## src/rtl/lfa_share_arbiter.sv

```systemverilog
// Purpose: round-robin sharing of one pipelined W-bit adder among NREQ requesters; results return in issue order.
// Latency: grant in cycle t -> operands on adder_a/b in t+1 -> result on rsp_* in cycle t+2+LAT.
// Backpressure: a grant needs credit (in-flight + queued < DEPTH); rsp_ready only gates the FIFO pop.
// Ports: clk/rst (sync, active-low); req_valid/req_a/req_b/req_ready requester side (one-hot grant);
//        adder_a/adder_b/adder_sum/adder_cout shared adder; rsp_valid/rsp_ready/rsp_sum/rsp_cout/rsp_id
//        result FIFO head; busy = anything in flight or queued.
module lfa_share_arbiter #(
  parameter int NREQ  = 4,
  parameter int W     = 16,
  parameter int LAT   = 3,
  parameter int DEPTH = 4
) (
  input  logic                    clk,
  input  logic                    rst,
  input  logic [NREQ-1:0]         req_valid,
  input  logic [NREQ*W-1:0]       req_a,
  input  logic [NREQ*W-1:0]       req_b,
  output logic [NREQ-1:0]         req_ready,
  output logic [W-1:0]            adder_a,
  output logic [W-1:0]            adder_b,
  input  logic [W-1:0]            adder_sum,
  input  logic                    adder_cout,
  output logic                    rsp_valid,
  input  logic                    rsp_ready,
  output logic [W-1:0]            rsp_sum,
  output logic                    rsp_cout,
  output logic [$clog2(NREQ)-1:0] rsp_id,
  output logic                    busy
);

  localparam int IDW = $clog2(NREQ);
  localparam int PW  = (DEPTH > 1) ? $clog2(DEPTH) : 1;
  localparam int CW  = $clog2(DEPTH + 1);

  typedef struct packed {
    logic [W-1:0]   sum;
    logic           cout;
    logic [IDW-1:0] id;
  } rsp_t;

  logic [IDW-1:0] ptr;
  logic [IDW-1:0] win;
  logic [IDW:0]   sum_idx;
  logic [IDW-1:0] cand;
  logic           found;
  logic           credit;
  logic           grant;
  int unsigned    inflight;

  // Stage 0 rides alongside adder_a/adder_b; stage LAT lines up with adder_sum.
  logic [LAT:0]   tag_vld;
  logic [IDW-1:0] tag_id [LAT+1];

  rsp_t           fifo_mem [DEPTH];
  logic [PW-1:0]  wr_ptr;
  logic [PW-1:0]  rd_ptr;
  logic [CW-1:0]  fifo_cnt;
  logic           push;
  logic           pop;

  function automatic logic [PW-1:0] ptr_inc(input logic [PW-1:0] p);
    return (p == PW'(DEPTH - 1)) ? '0 : p + PW'(1);
  endfunction

  // Every launched operation reserves a FIFO slot until it is popped,
  // so the FIFO can never be written while full.
  always_comb begin
    inflight = 0;
    for (int s = 0; s <= LAT; s++) begin
      if (tag_vld[s]) inflight = inflight + 1;
    end
    credit = (inflight + 32'(fifo_cnt)) < 32'(DEPTH);
  end

  // Round-robin search starting at ptr, wrapping modulo NREQ.
  always_comb begin
    found   = 1'b0;
    win     = '0;
    sum_idx = '0;
    cand    = '0;
    for (int k = 0; k < NREQ; k++) begin
      sum_idx = {1'b0, ptr} + (IDW+1)'(k);
      cand    = (sum_idx >= (IDW+1)'(NREQ)) ? IDW'(sum_idx - (IDW+1)'(NREQ))
                                            : sum_idx[IDW-1:0];
      if (!found && req_valid[cand]) begin
        found = 1'b1;
        win   = cand;
      end
    end
    grant     = found & credit & rst;
    req_ready = '0;
    if (grant) req_ready[win] = 1'b1;
  end

  assign push      = tag_vld[LAT];
  assign rsp_valid = (fifo_cnt != '0);
  assign pop       = rsp_valid & rsp_ready;
  assign rsp_sum   = fifo_mem[rd_ptr].sum;
  assign rsp_cout  = fifo_mem[rd_ptr].cout;
  assign rsp_id    = fifo_mem[rd_ptr].id;
  assign busy      = (inflight != 0) || rsp_valid;

  always_ff @(posedge clk) begin
    if (!rst) begin
      ptr      <= '0;
      tag_vld  <= '0;
      adder_a  <= '0;
      adder_b  <= '0;
      wr_ptr   <= '0;
      rd_ptr   <= '0;
      fifo_cnt <= '0;
    end else begin
      tag_vld <= {tag_vld[LAT-1:0], grant};
      if (grant) begin
        ptr     <= (win == IDW'(NREQ - 1)) ? '0 : win + IDW'(1);
        adder_a <= req_a[int'(win)*W +: W];
        adder_b <= req_b[int'(win)*W +: W];
      end else begin
        adder_a <= '0;
        adder_b <= '0;
      end
      if (push) wr_ptr <= ptr_inc(wr_ptr);
      if (pop)  rd_ptr <= ptr_inc(rd_ptr);
      case ({push, pop})
        2'b10:   fifo_cnt <= fifo_cnt + CW'(1);
        2'b01:   fifo_cnt <= fifo_cnt - CW'(1);
        default: fifo_cnt <= fifo_cnt;
      endcase
    end
  end

  // Payload storage needs no reset: validity lives in tag_vld and fifo_cnt.
  always_ff @(posedge clk) begin
    tag_id[0] <= win;
    for (int s = 1; s <= LAT; s++) tag_id[s] <= tag_id[s-1];
    if (push && rst) fifo_mem[wr_ptr] <= '{sum: adder_sum, cout: adder_cout, id: tag_id[LAT]};
  end

endmodule

```

## config.mk

```make
export PLATFORM = sky130hd
export DESIGN_NAME = lfa_share_arbiter
export DESIGN_NICKNAME = d
export VERILOG_FILES = /design/src/rtl/lfa_share_arbiter.sv
export SDC_FILE = /design/constraint.sdc
export NUM_CORES = 1
export LEC_CHECK = 0
export ABC_CLOCK_PERIOD_IN_PS = 5620
export CORE_ASPECT_RATIO = 0.7
export CORE_UTILIZATION = 47
export DETAILED_ROUTE_END_ITERATION = 8
export GPL_TIMING_DRIVEN = 0
export PLACE_DENSITY_LB_ADDON = 0.25
export SYNTH_ARGS = -nofsm -noshare
export SYNTH_HDL_FRONTEND = slang
export SYNTH_SLANG_ARGS = --single-unit
```

## constraint.sdc

```tcl
create_clock -name clk -period 5.62 [get_ports clk]
set_input_delay 1.124 -clock clk [delete_from_list [all_inputs] [get_ports clk]]
set_output_delay 1.124 -clock clk [all_outputs]
set_load 0.005 [all_outputs]
```

# After elaboration in Yosys (flattened, before gate mapping)

Memories as Yosys holds them, arrays and structs flattened. A register that Yosys moved wholly into a read port is not among the register bits.
Index checks and enable logic that the tools add are counted.

Bits in read-only memories: 0
Register bits after elaboration: 45
Bits in writable memories: 84
Input bits: 152
Word-level logic and storage cells: 94
Latch bits: 0
Memories kept: 2

Memory list:

| memory   | words | bits a word | rd ports | clocked after Yosys merged registers in | write ports | RTL line | source |
|---|---|---|---|---|---|---|---|
| fifo_mem | 4     | 19          | 1        | 1                                       | 1           | 54       | `rsp_t fifo_mem [DEPTH];` |
| tag_id   | 4     | 2           | 4        | 0                                       | 4           | 52       | `logic [IDW-1:0] tag_id [LAT+1];` |

$add $sub $neg: 16
Mux-type cells: 35
Reductions and logical operators: 13
$mul: 0
Shift operators: 2
Div/mod/pow operators: 0
$lt $le $gt $ge: 11
Bitwise logic cells: 3
Equal/unequal tests: 5

Operators by type and width:

| operator                | count |
|---|---|
| $shiftx A64 B7 Y16      | 2 |
| $add A32 B1 Y32 const B | 3 |
| $mux W32                | 3 |
| $add A32 B3 Y32         | 1 |
| $lt A32 B3 Y1 const B   | 1 |
| $reduce_bool A32 Y1     | 1 |
| $mux W2                 | 13 |
| $lt A2 B3 Y1 const B    | 5 |
| $mux W1                 | 12 |
| $ge A3 B3 Y1 const B    | 3 |
| $bmux W1 S2             | 4 |
| $eq A2 B2 Y1 const B    | 4 |
| $sub A2 B1 Y2 const B   | 4 |
| $add A2 B1 Y2 const B   | 3 |
| $add A2 B2 Y3 const B   | 2 |
| $pmux W3 S2             | 1 |
| $logic_and A1 B1 Y1     | 5 |
| $mux W4                 | 1 |
| $add A2 B1 Y3 const B   | 1 |
| $add A3 B1 Y3 const B   | 1 |
| $and A1 B1 Y1           | 3 |
| $ge A2 B3 Y1 const B    | 1 |
| $logic_not A1 Y1        | 3 |
| $reduce_bool A3 Y1      | 1 |
| 7 further kinds         | 7 |

# Logic depth before layout (Yosys ltp)

Gate-level depths: netlist of run 1.

Word-level depth: 19
Depth in mapped cells: 13

# Least setup slack after synthesis of run 1

OpenSTA, ideal clock, no wires.

Path kind: reg-to-output
Start: register tag_vld[0]
End: output port req_ready[0]
Path buffers: 0
Cell stages (with the launch flop): 11
Setup slack: 2.003 ns
Required time: 4.496 ns
Arrival: 2.493 ns
Cell sequence: dfxtp_1 > inv_1 > ha_1 > xor2_2 > ha_1 > mux2_2 > ha_1 > nor4b_1 > o41ai_1 > a31oi_4 > and2_1

Cells in the longest elaborated chain, start to end: 12

Ends and longest elaborated chain:

| element                        | RTL line | source |
|---|---|---|
| start: declaration             | 51       | `logic [LAT:0] tag_vld;` |
| start signal: assignment       | 113      | `tag_vld <= {tag_vld[LAT-1:0], grant};` |
| $mux W1 (*)                    | 70       | `if (tag_vld[s]) inflight = inflight + 1;` |
| $add A32 B1 Y32                | 70       |  |
| $mux W32 (*)                   | 70       |  |
| $add A32 B1 Y32                | 70       |  |
| $mux W32 (*)                   | 70       |  |
| $add A32 B1 Y32                | 70       |  |
| $mux W32 (*)                   | 70       |  |
| $add A32 B3 Y32 (*)            | 72       | `credit = (inflight + 32'(fifo_cnt)) < 32'(DEPTH);` |
| $lt A32 B3 Y1 (*)              | 72       |  |
| $and A1 B1 Y1 (*) (2 in a row) | 90       | `grant = found & credit & rst;` |
| $mux W4 (*)                    | 92       | `if (grant) req_ready[win] = 1'b1;` |
| end: declaration               | 18       | `output logic [NREQ-1:0] req_ready,` |

Mark *: on every way between the ends. The rest lies on a longest branch, timed or not.

# Final worst setup path of run 1

Start: register tag_vld[0]
End: output port req_ready[1]

The elaborated chain is that of the path after synthesis.

==> results.md, run 1 <==
CTS:
- Buffers inserted to repair hold after CTS numbered 0.
- Clock-pin slew was measured on the worst setup and hold paths at 60 ps.
- The CTS tree is done.
- At the later pin of the worst-skew pair, clock insertion delay measures 400 ps.
- Gates resized during post-CTS repair numbered 0.
- The tree is rooted in a clkbuf_16.
- The buffer depth of the longest clock path is 2.
- Post-CTS timing repair inserted 0 buffers for setup.
- In this run, CTS created clock tree buffers numbering 17.
- Clock tree synthesis found a total of approximately 130 sinks.
- The number of H-tree branching levels is 4.

Yosys:
- By area, the combinational part of the netlist is dominated by multiplexers.
- The area share of fa/ha/maj cells after synthesis is under 10%.
- Summing the areas of all and, or, nand and nor instances in the mapped netlist gives under 10% of the synthesized area.
- After technology mapping, the gate count stands at approximately 360.
- Summing the areas of all xor and xnor instances in the mapped netlist gives 0.943% of the synthesized area.
- The synthesized design devotes to its leading area cell type a little over two fifths of total area.
- The compound-gate portion of the synthesized area is approximately 6%.
- Counting every net in the synthesized netlist gives about 530.
- After synthesis, the mean cell area works out to about 15 um^2.
- Yosys attributes the largest share of cell area to edfxtp_1 (42%), dfxtp_1 (20%), mux2i_1 (12%), mux4_2 (7.9%), o22ai_1 (3.8%).
- Sequential elements use just over 60% of the synthesized area.
- Counting flops with an async set or reset pin after synthesis yields a share of 0%.
- The number of distinct standard cells referenced by the synthesized netlist is 39.
- The synthesized design contains 76 enable-type register cells.
- The post-synthesis instance area is 5440 um^2.
- The share of synthesized area spent on multiplexers is 20.2%.
- The commonest cells after synthesis are edfxtp_1 (76), mux2i_1 (66), dfxtp_1 (55), o22ai_1 (33), mux4_2 (19).
- The cell type with the largest total area after synthesis is edfxtp_1.
- The synthesized design contains 131 register bits.
- The most used flip-flop cell after synthesis is edfxtp_1.
- Among all cell types in the netlist, the one instantiated most often is edfxtp_1.
- The Yosys step of the flow raised 0 warnings.

Timing:
- The final sum of negative setup slack is 0 ps.
- The worst slew slack as a fraction of its limit is a little over a third.
- The final number of max-transition violations is 0.
- The post-route worst hold slack is 325 ps.
- The final worst-path cycle share is around 86%.
- Setup repair after global routing left no endpoint under its margin.
- The minimum clock period after layout is around 4800 ps.
- The final setup violation count is 0.
- The highest clock frequency the design can meet is around 210 MHz.
- The worst clock skew is 6.62 ps.
- The number of hold violations in the final report came to 0.
- The transition time at the pin with the least slew margin is 975 ps.
- The worst setup margin is between 800 and 900 ps.

Setup path:
- The number of cells on the worst reg-to-reg path is 12.
- The worst register-to-register path ends at adder_a[9]$_SDFF_PN0_.
- The nature of the critical path startpoint is a register.
- At the worst endpoint, the required time is ~4500 ps.
- The maximum fanout encountered on the critical timing path is 10.
- The cell that appears most often on the critical path is ha_1.
- The signal on the critical path passes through inv_1 -> ha_1 -> xor2_2 -> ha_1 -> mux2_2 -> ha_1 -> nor4b_1 -> o41ai_1 -> a31oi_4 -> and2_1 -> clkdlybuf4s50_1.
- The critical path is of the reg2out type.
- The highest-delay cell along the critical path is clkdlybuf4s50_1.
- The worst flop-to-flop path startpoint is tag_vld[0]$_SDFF_PN0_.
- The delay of the slowest cell on the worst path is 500 ps.
- The data arrival time of the critical path is around 3700 ps.
- The worst setup slack for register-to-register paths is approximately 2300 ps.
- The endpoint type of the worst setup path is an output pin.

Job:
- Across the run, the number of max-cap violations was 0.

Die:
- For this configuration, the core starts out at a cell density of roughly half.
- The top-level port count is 209.
- The die width is approximately 130 um.
- After floorplanning, the core was divided into 32 placement rows.
- In this run the standard cell core region covers around 11,000 um^2.
- The height of the die is 92.0 um.
- The die covers roughly 12,000 um^2.

Run status:
- The run finished with clean final reports.

Global routing:
- The number of global-route vias before repair is between 4,000 and 5,000.
- The number of antenna violations at the first check in global routing is 1.
- The maximum number of pins on one net before global-route repair is 20.
- The leftover overflow at the end of global routing is 0.
- The total global-route track usage is 24.3%.
- The first-pass GRT wire length is around 21,000 um.

Placement:
- The placed instance area is between 7000 and 8000 um^2.
- The port buffer count is around 210.
- Once detailed placement completed, the half-perimeter wirelength came to between 10,000 and 15,000 um.
- At the end of routability-driven placement, the weighted congestion stood at 0.848.
- At the placement stage, the worst setup path has a slack of around 870 ps.

Worst hold path:
- The worst hold path begins at tag_id[2][1]$_DFF_P_.
- For hold timing, the worst endpoint is tag_id[3][1]$_DFF_P_.
- The number of stages on the worst hold path is 0.
- The class of the tightest hold or removal check is reg2reg.

Power and ir drop:
- Dividing total power by cell area gives a power density of about 330 nW/um^2.
- For this design the static power due to leakage is between 3 and 4 nW.
- Of the total power, the share spent switching nets is roughly a quarter.
- The share of total power dissipated in the clock network is between 30% and 40%.
- Across the VDD grid, the largest voltage drop is roughly 0.25 mV.
- In this run the power spent charging and discharging nets is 0.646 mW.
- Registers are responsible for between 40 and 50% of the overall power.
- In this run, the combinational gates consume 21.5% of the power.
- The internal power consumption is 2.05 mW.

Routing:
- The number of DRC violations after detailed routing is 0.
- The routed layout has approximately 4,000 vias.
- The detail route stage leaves a number of antenna-violating nets equal to 0.
- In the routed layout, each cell is associated on average with a via count of 5.18.
- The first routing iteration left around 160 violations.
- The total wirelength of the detailed-routed design is 14,000 um.
- The first-pass iteration count of the detailed router is 6.
- The post-detailed-route wirelength per cell is between 15 and 20 um.

Layout:
- The multi-input combinational cells in the finished layout cover a total of between 1500 and 2000 um^2.
- Cells with a size suffix above 1 make up about 11% of the layout.
- The cell area after layout is just over 8000 um^2.
- After filler insertion, the fill cell instance count of the layout stands at 720.
- Compared with the post-synthesis result, the final layout area differs by 51.8%.
- The number of nets in the finished design is roughly 750.
- Once layout is complete, the utilization of the core stands at between 70% and 80%.
- The area occupied by registers is approximately 3400 um^2.
==> critical path, delay by kind of cell (launching register included) <==
kind / cells / cell delay, ps
AO/OA/AOI/OAI: 2 / 550
buffers and inverters: 2 / 580
XOR/XNOR: 1 / 200
AND/OR/NAND/NOR: 2 / 530
flip-flops: 1 / 360
multiplexers: 1 / 270
adder cells (fa/ha/maj): 3 / 790
==> cell families (layout without fill, tap and decap cells) <==
group / after synthesis / in the layout
fa+ha+maj: 17 / 17
other cells: 0 / 1
xor+xnor: 5 / 5
buf+inv: 34 / 274
mux: 86 / 86
flops: 131 / 131
simple gates: 36 / 36
compound gates: 48 / 48
==> registers in the layout, indices dropped and copies added, names as in the netlist, named ones only <==
signal,cells
adder_a,16
adder_b,16
fifo_cnt,3
fifo_mem,76
ptr,2
rd_ptr,2
tag_id,8
tag_vld,4
wr_ptr,2
==> routing by layer <==
metal / track usage (%) / part of all wire (%)
met3: 8.69 / 7.0
met2: 41.4 / 52
met1: 28.7 / 40
met5: 0 / 0
met4: 6.90 / 0.94
==> power groups by stage <==
stage	logic (mW)	clock network (mW)	registers (mW)
after floorplan	0.261	0	1.13
after global placement	0.568	0	1.13
after detailed placement	0.579	0	1.13
after CTS	0.583	1.03	1.11
after global routing	0.622	1.07	1.12
final	0.579	1.01	1.11
==> per-stage QoR <==
step | std cells | total power, mW
2_1_floorplan | 357 | 1.39
3_3_place_gp | 718 | 1.69
3_5_place_dp | 718 | 1.71
4_1_cts | 750 | 2.72
5_1_grt | 751 | 2.81
6_report | 751 | 2.70
==> layout by cell type, fill, tap and decap left out, drive strengths merged, types with 2 or more instances in the layout <==
master	instances
clkdlybuf4s50	208
edfxtp	76
mux2i	66
dfxtp	55
o22ai	33
clkbuf	27
mux4	19
ha	16
inv	16
buf	15
nor2	10
a21oi	7
nand2	7
clkinv	6
and2	5
and3	4
xor2	4
or3	2
nand2b	2
nor3	2
==> cell type report <==
type / instances / share of cell area, %
inverter: 15 / 0.682
sequential: 131 / 41.0
timing repair buffer: 208 / 25.2
tap: 153 / 2.32
clock inverter: 9 / 1.01
antenna: 1 / 0.0303
clock buffer: 23 / 5.54
multi-input combinational: 192 / 22.8
buffer: 19 / 1.47
==> worst max-delay path by stage <==
stage | start | end | slack (ps) | cells after the start
finish | tag_vld[0]$_SDFF_PN0_ | req_ready[1] | 810 | 11
global route | tag_vld[0]$_SDFF_PN0_ | req_ready[2] | 620 | 11
CTS | tag_vld[0]$_SDFF_PN0_ | req_ready[0] | 750 | 11
detailed placement | req_valid[0] | req_ready[1] | 870 | 11
global placement | req_valid[0] | req_ready[1] | 940 | 11
floorplan | tag_vld[0]$_SDFF_PN0_ | req_ready[0] | 2000 | 10
Note: power is estimated with default switching activity, not from simulation.
==> run 2: changes to the inputs <==
CTS_BUF_LIST = sky130_fd_sc_hd__clkbuf_16   (was unset)
==> results.md, run 2 (same netlist as run 1, synthesis figures left out) <==
Placement:
- The port buffer count is 208 (unchanged).
- The placed instance area is 7720 um^2 (unchanged).
- The total half-perimeter wirelength after legalization and detailed placement is 10,400 um (unchanged).
- The setup slack after placement is 872 ps (unchanged).
- The post-placement cell count is 718 (unchanged).
- The routability-driven placement congestion ratio is 0.848 (unchanged).

Global routing:
- The number of global-route vias before repair is 4,040 (-0.37%).
- The maximum number of pins on one net before global-route repair is 20 (unchanged).
- The total global-route track usage was 24.5% (+0.25 points).
- The first-pass GRT wire length is 21,300 um (+0.85%).
- The leftover overflow at the end of global routing is 0 (unchanged).
- The number of antenna violations at the first check in global routing is 1 (unchanged).

Routing:
- The number of DRC violations after detailed routing is 0 (unchanged).
- The count of vias placed by the detailed router is 3,876 (-0.28%).
- The violation count after the first detailed-routing iteration came to 176 (+14%).
- The final antenna-violating net count is 0 (unchanged).
- The first-pass iteration count of the detailed router is 4 (-2).
- The total wirelength of the detailed-routed design is 14,200 um (+0.88%).
- The post-detailed-route wirelength per cell is 18.8 um (+0.88%).
- The mean number of vias per cell came to 5.16 (-0.28%).

Power and ir drop:
- The part of the total power dissipated in combinational logic is 21.7% (+0.2 points).
- The sequential share of power is 41.5% (+0.3 points).
- The power per unit of standard cell area is 324 nW/um^2 (-0.71%).
- The largest vdd supply drop was 0.246 mV (-0.36%).
- The total design power is 2.68 mW (-0.83%).
- The switching share of total power is 24.2% (+0.22 points).
- The net switching power figure is 0.647 mW (about the same).
- The internal power consumption is 2.03 mW (-1.1%).
- The static leakage came to 3.06 nW (+0.50%).
- The clock group share of total power is 36.8% (-0.5 points).

CTS:
- The CTS tree is done.
- The number of buffers added to fix hold violations after cts is 0 (unchanged).
- The number of H-tree branching levels is 4 (unchanged).
- The total number of clock tree sinks is 131 (unchanged).
- The tree is rooted in a clkbuf_16.
- The clock insertion delay at the later pin of the skew report is 400 ps (about the same).
- The number of setup buffers added after CTS is 0 (unchanged).
- The buffer depth of the longest clock path is 2 (unchanged).
- The number of buffers created by CTS is 17 (unchanged).
- The total of cells resized after clock tree synthesis is 0 (unchanged).
- The clock input transition at the sequential cells of the worst setup and hold paths is 50 ps (about the same).

Layout:
- The ratio of cells with drive above 1 in the final layout was 11.1% (-0.17 points).
- The area of the multi-input gates is 1880 um^2 (unchanged).
- The final cell utilization of the core is 74.1% (-0.090 points).
- The library cells used most frequently in the layout, excluding fill and tap cells, are clkdlybuf4s50_1 (208), edfxtp_1 (76), mux2i_1 (66).
- The cell area after layout is 8250 um^2 (-0.12%).
- The largest registers in the layout are fifo_mem (76), adder_a (16), adder_b (16).
- The relative area change from synthesis to final layout is 51.6%.
- The count of filler cells inserted in the layout was 720 (unchanged).
- The count of non-filler cells in the finished layout is 751 (unchanged).
- The library cell used most frequently in the layout, excluding fill and tap cells, is clkdlybuf4s50_1.
- The area occupied by registers is 3380 um^2 (unchanged).
- More flip-flops sit in one register than any other, and that register is fifo_mem.
- The number of nets in the finished design was 753 (unchanged).
- The flip-flop count of the largest register, all copies and words added is 76 (unchanged).

Die:
- The starting utilization of the core area is 48.9% (unchanged).
- The total core area is 11,100 um^2 (unchanged).
- The die area came to 12,000 um^2 (unchanged).
- The top-level port count is 209 (unchanged).
- The height of the die is 92.0 um (unchanged).
- The row count is 32 (unchanged).
- The die width is 131 um (unchanged).

Setup path:
- The endpoint type of the worst setup path is an output pin.
- The count of cells along the worst register-to-register path is 12 (unchanged).
- The nature of the critical path startpoint is a register.
- The data required time of the critical path came to 4500 ps (about the same).
- The category of the critical setup timing path is reg2out.
- In this run the critical register-to-register path is captured at adder_a[3]$_SDFF_PN0_.
- The critical path ends at req_ready[0].
- The maximum fanout encountered on the critical timing path came to 10 (unchanged).
- The launch point of the critical path is tag_vld[0]$_SDFF_PN0_.
- The worst setup slack for register-to-register paths is 2330 ps (about the same).
- The data arrival time of the critical path is 3690 ps (about the same).
- The worst flop-to-flop path startpoint is tag_vld[0]$_SDFF_PN0_.

Timing:
- The final number of max-transition violations came to 0 (unchanged).
- The worst setup margin is 809 ps (+4.18 ps).
- The worst clock skew was 6.60 ps (-0.0181 ps).
- The final sum of negative setup slack came to 0 ps (unchanged).
- Setup repair after global routing left no endpoint under its margin.
- The final setup violation count is 0 (unchanged).
- The minimum clock period after layout is 4810 ps (-4.18 ps).
- The highest clock frequency the design can meet is 208 MHz (about the same).
- The number of hold violations in the final report is 0 (unchanged).
- The worst slew slack as a fraction of its limit is 32.5% (-2.5 points).
- The transition time at the pin with the least slew margin is 1010 ps (+37.6 ps).
- The post-route worst hold slack is 325 ps (+0.00200 ps).
- The final worst-path cycle share came to 85.6% (about the same).

Worst hold path:
- The source of the worst hold timing path is tag_id[2][1]$_DFF_P_.
- The class of the tightest hold or removal check is reg2reg.

Job:
- The max-cap check violation count is 0 (unchanged).

Run status:
- The flow ran to the end, and the final reports show no timing, DRC or antenna violations.
## run 2: cell count changes in the layout (fill, tap and decap cells not counted), sizes merged
| cell | change |
|---|---|
| clkbuf | -6 |
| inv | +5 |
| clkinv | +1 |
## run 2: worst max-delay path: stages, from the launching register on
cell and delay, ps:
dfxtp_1 360, inv_1 80, ha_1 340, xor2_2 200, ha_1 270, mux2_2 270
ha_1 180, nor4b_1 340, o41ai_1 200, a31oi_4 350, and2_1 190, clkdlybuf4s50_1 500
## run 2: cell type report
cell class / count / area share [%]
repair buffers: 208 / 25.2
clock inverters: 15 / 1.29
inverters: 15 / 0.682
well taps: 153 / 2.32
flip-flops and latches: 131 / 41.0
clock buffers: 17 / 5.16
diodes: 1 / 0.0303
plain buffers: 19 / 1.47
multi-input cells: 192 / 22.8
## run 2: power by group through the flow
stage | clock network (mW) | registers [mW] | logic (mW)
finish | 0.984 | 1.11 | 0.580
global route | 1.05 | 1.12 | 0.622
CTS | 1.00 | 1.11 | 0.585
detailed placement | 0 | 1.13 | 0.579
global placement | 0 | 1.13 | 0.568
floorplan | 0 | 1.13 | 0.261
## run 2: how the worst min path moves through the flow
stage / end / cells past startpoint / slack [ps]
after floorplan: tag_id[1][0]$_DFF_P_ / 0 / 310
after global placement: tag_id[3][1]$_DFF_P_ / 0 / 310
after detailed placement: tag_id[1][1]$_DFF_P_ / 0 / 310
after CTS: tag_id[3][1]$_DFF_P_ / 0 / 330
after global routing: tag_id[1][1]$_DFF_P_ / 0 / 330
final: tag_id[3][1]$_DFF_P_ / 0 / 320
## run 2: metal layers
metal  vias up  part of all wire (%)  global-route usage (%)
met5         -                     0                       0
met4         0                  0.66                    6.80
met3        10                   6.4                    8.17
met2       146                    53                    42.4
met1      1897                    40                    29.0
li1       1823                     -                       -
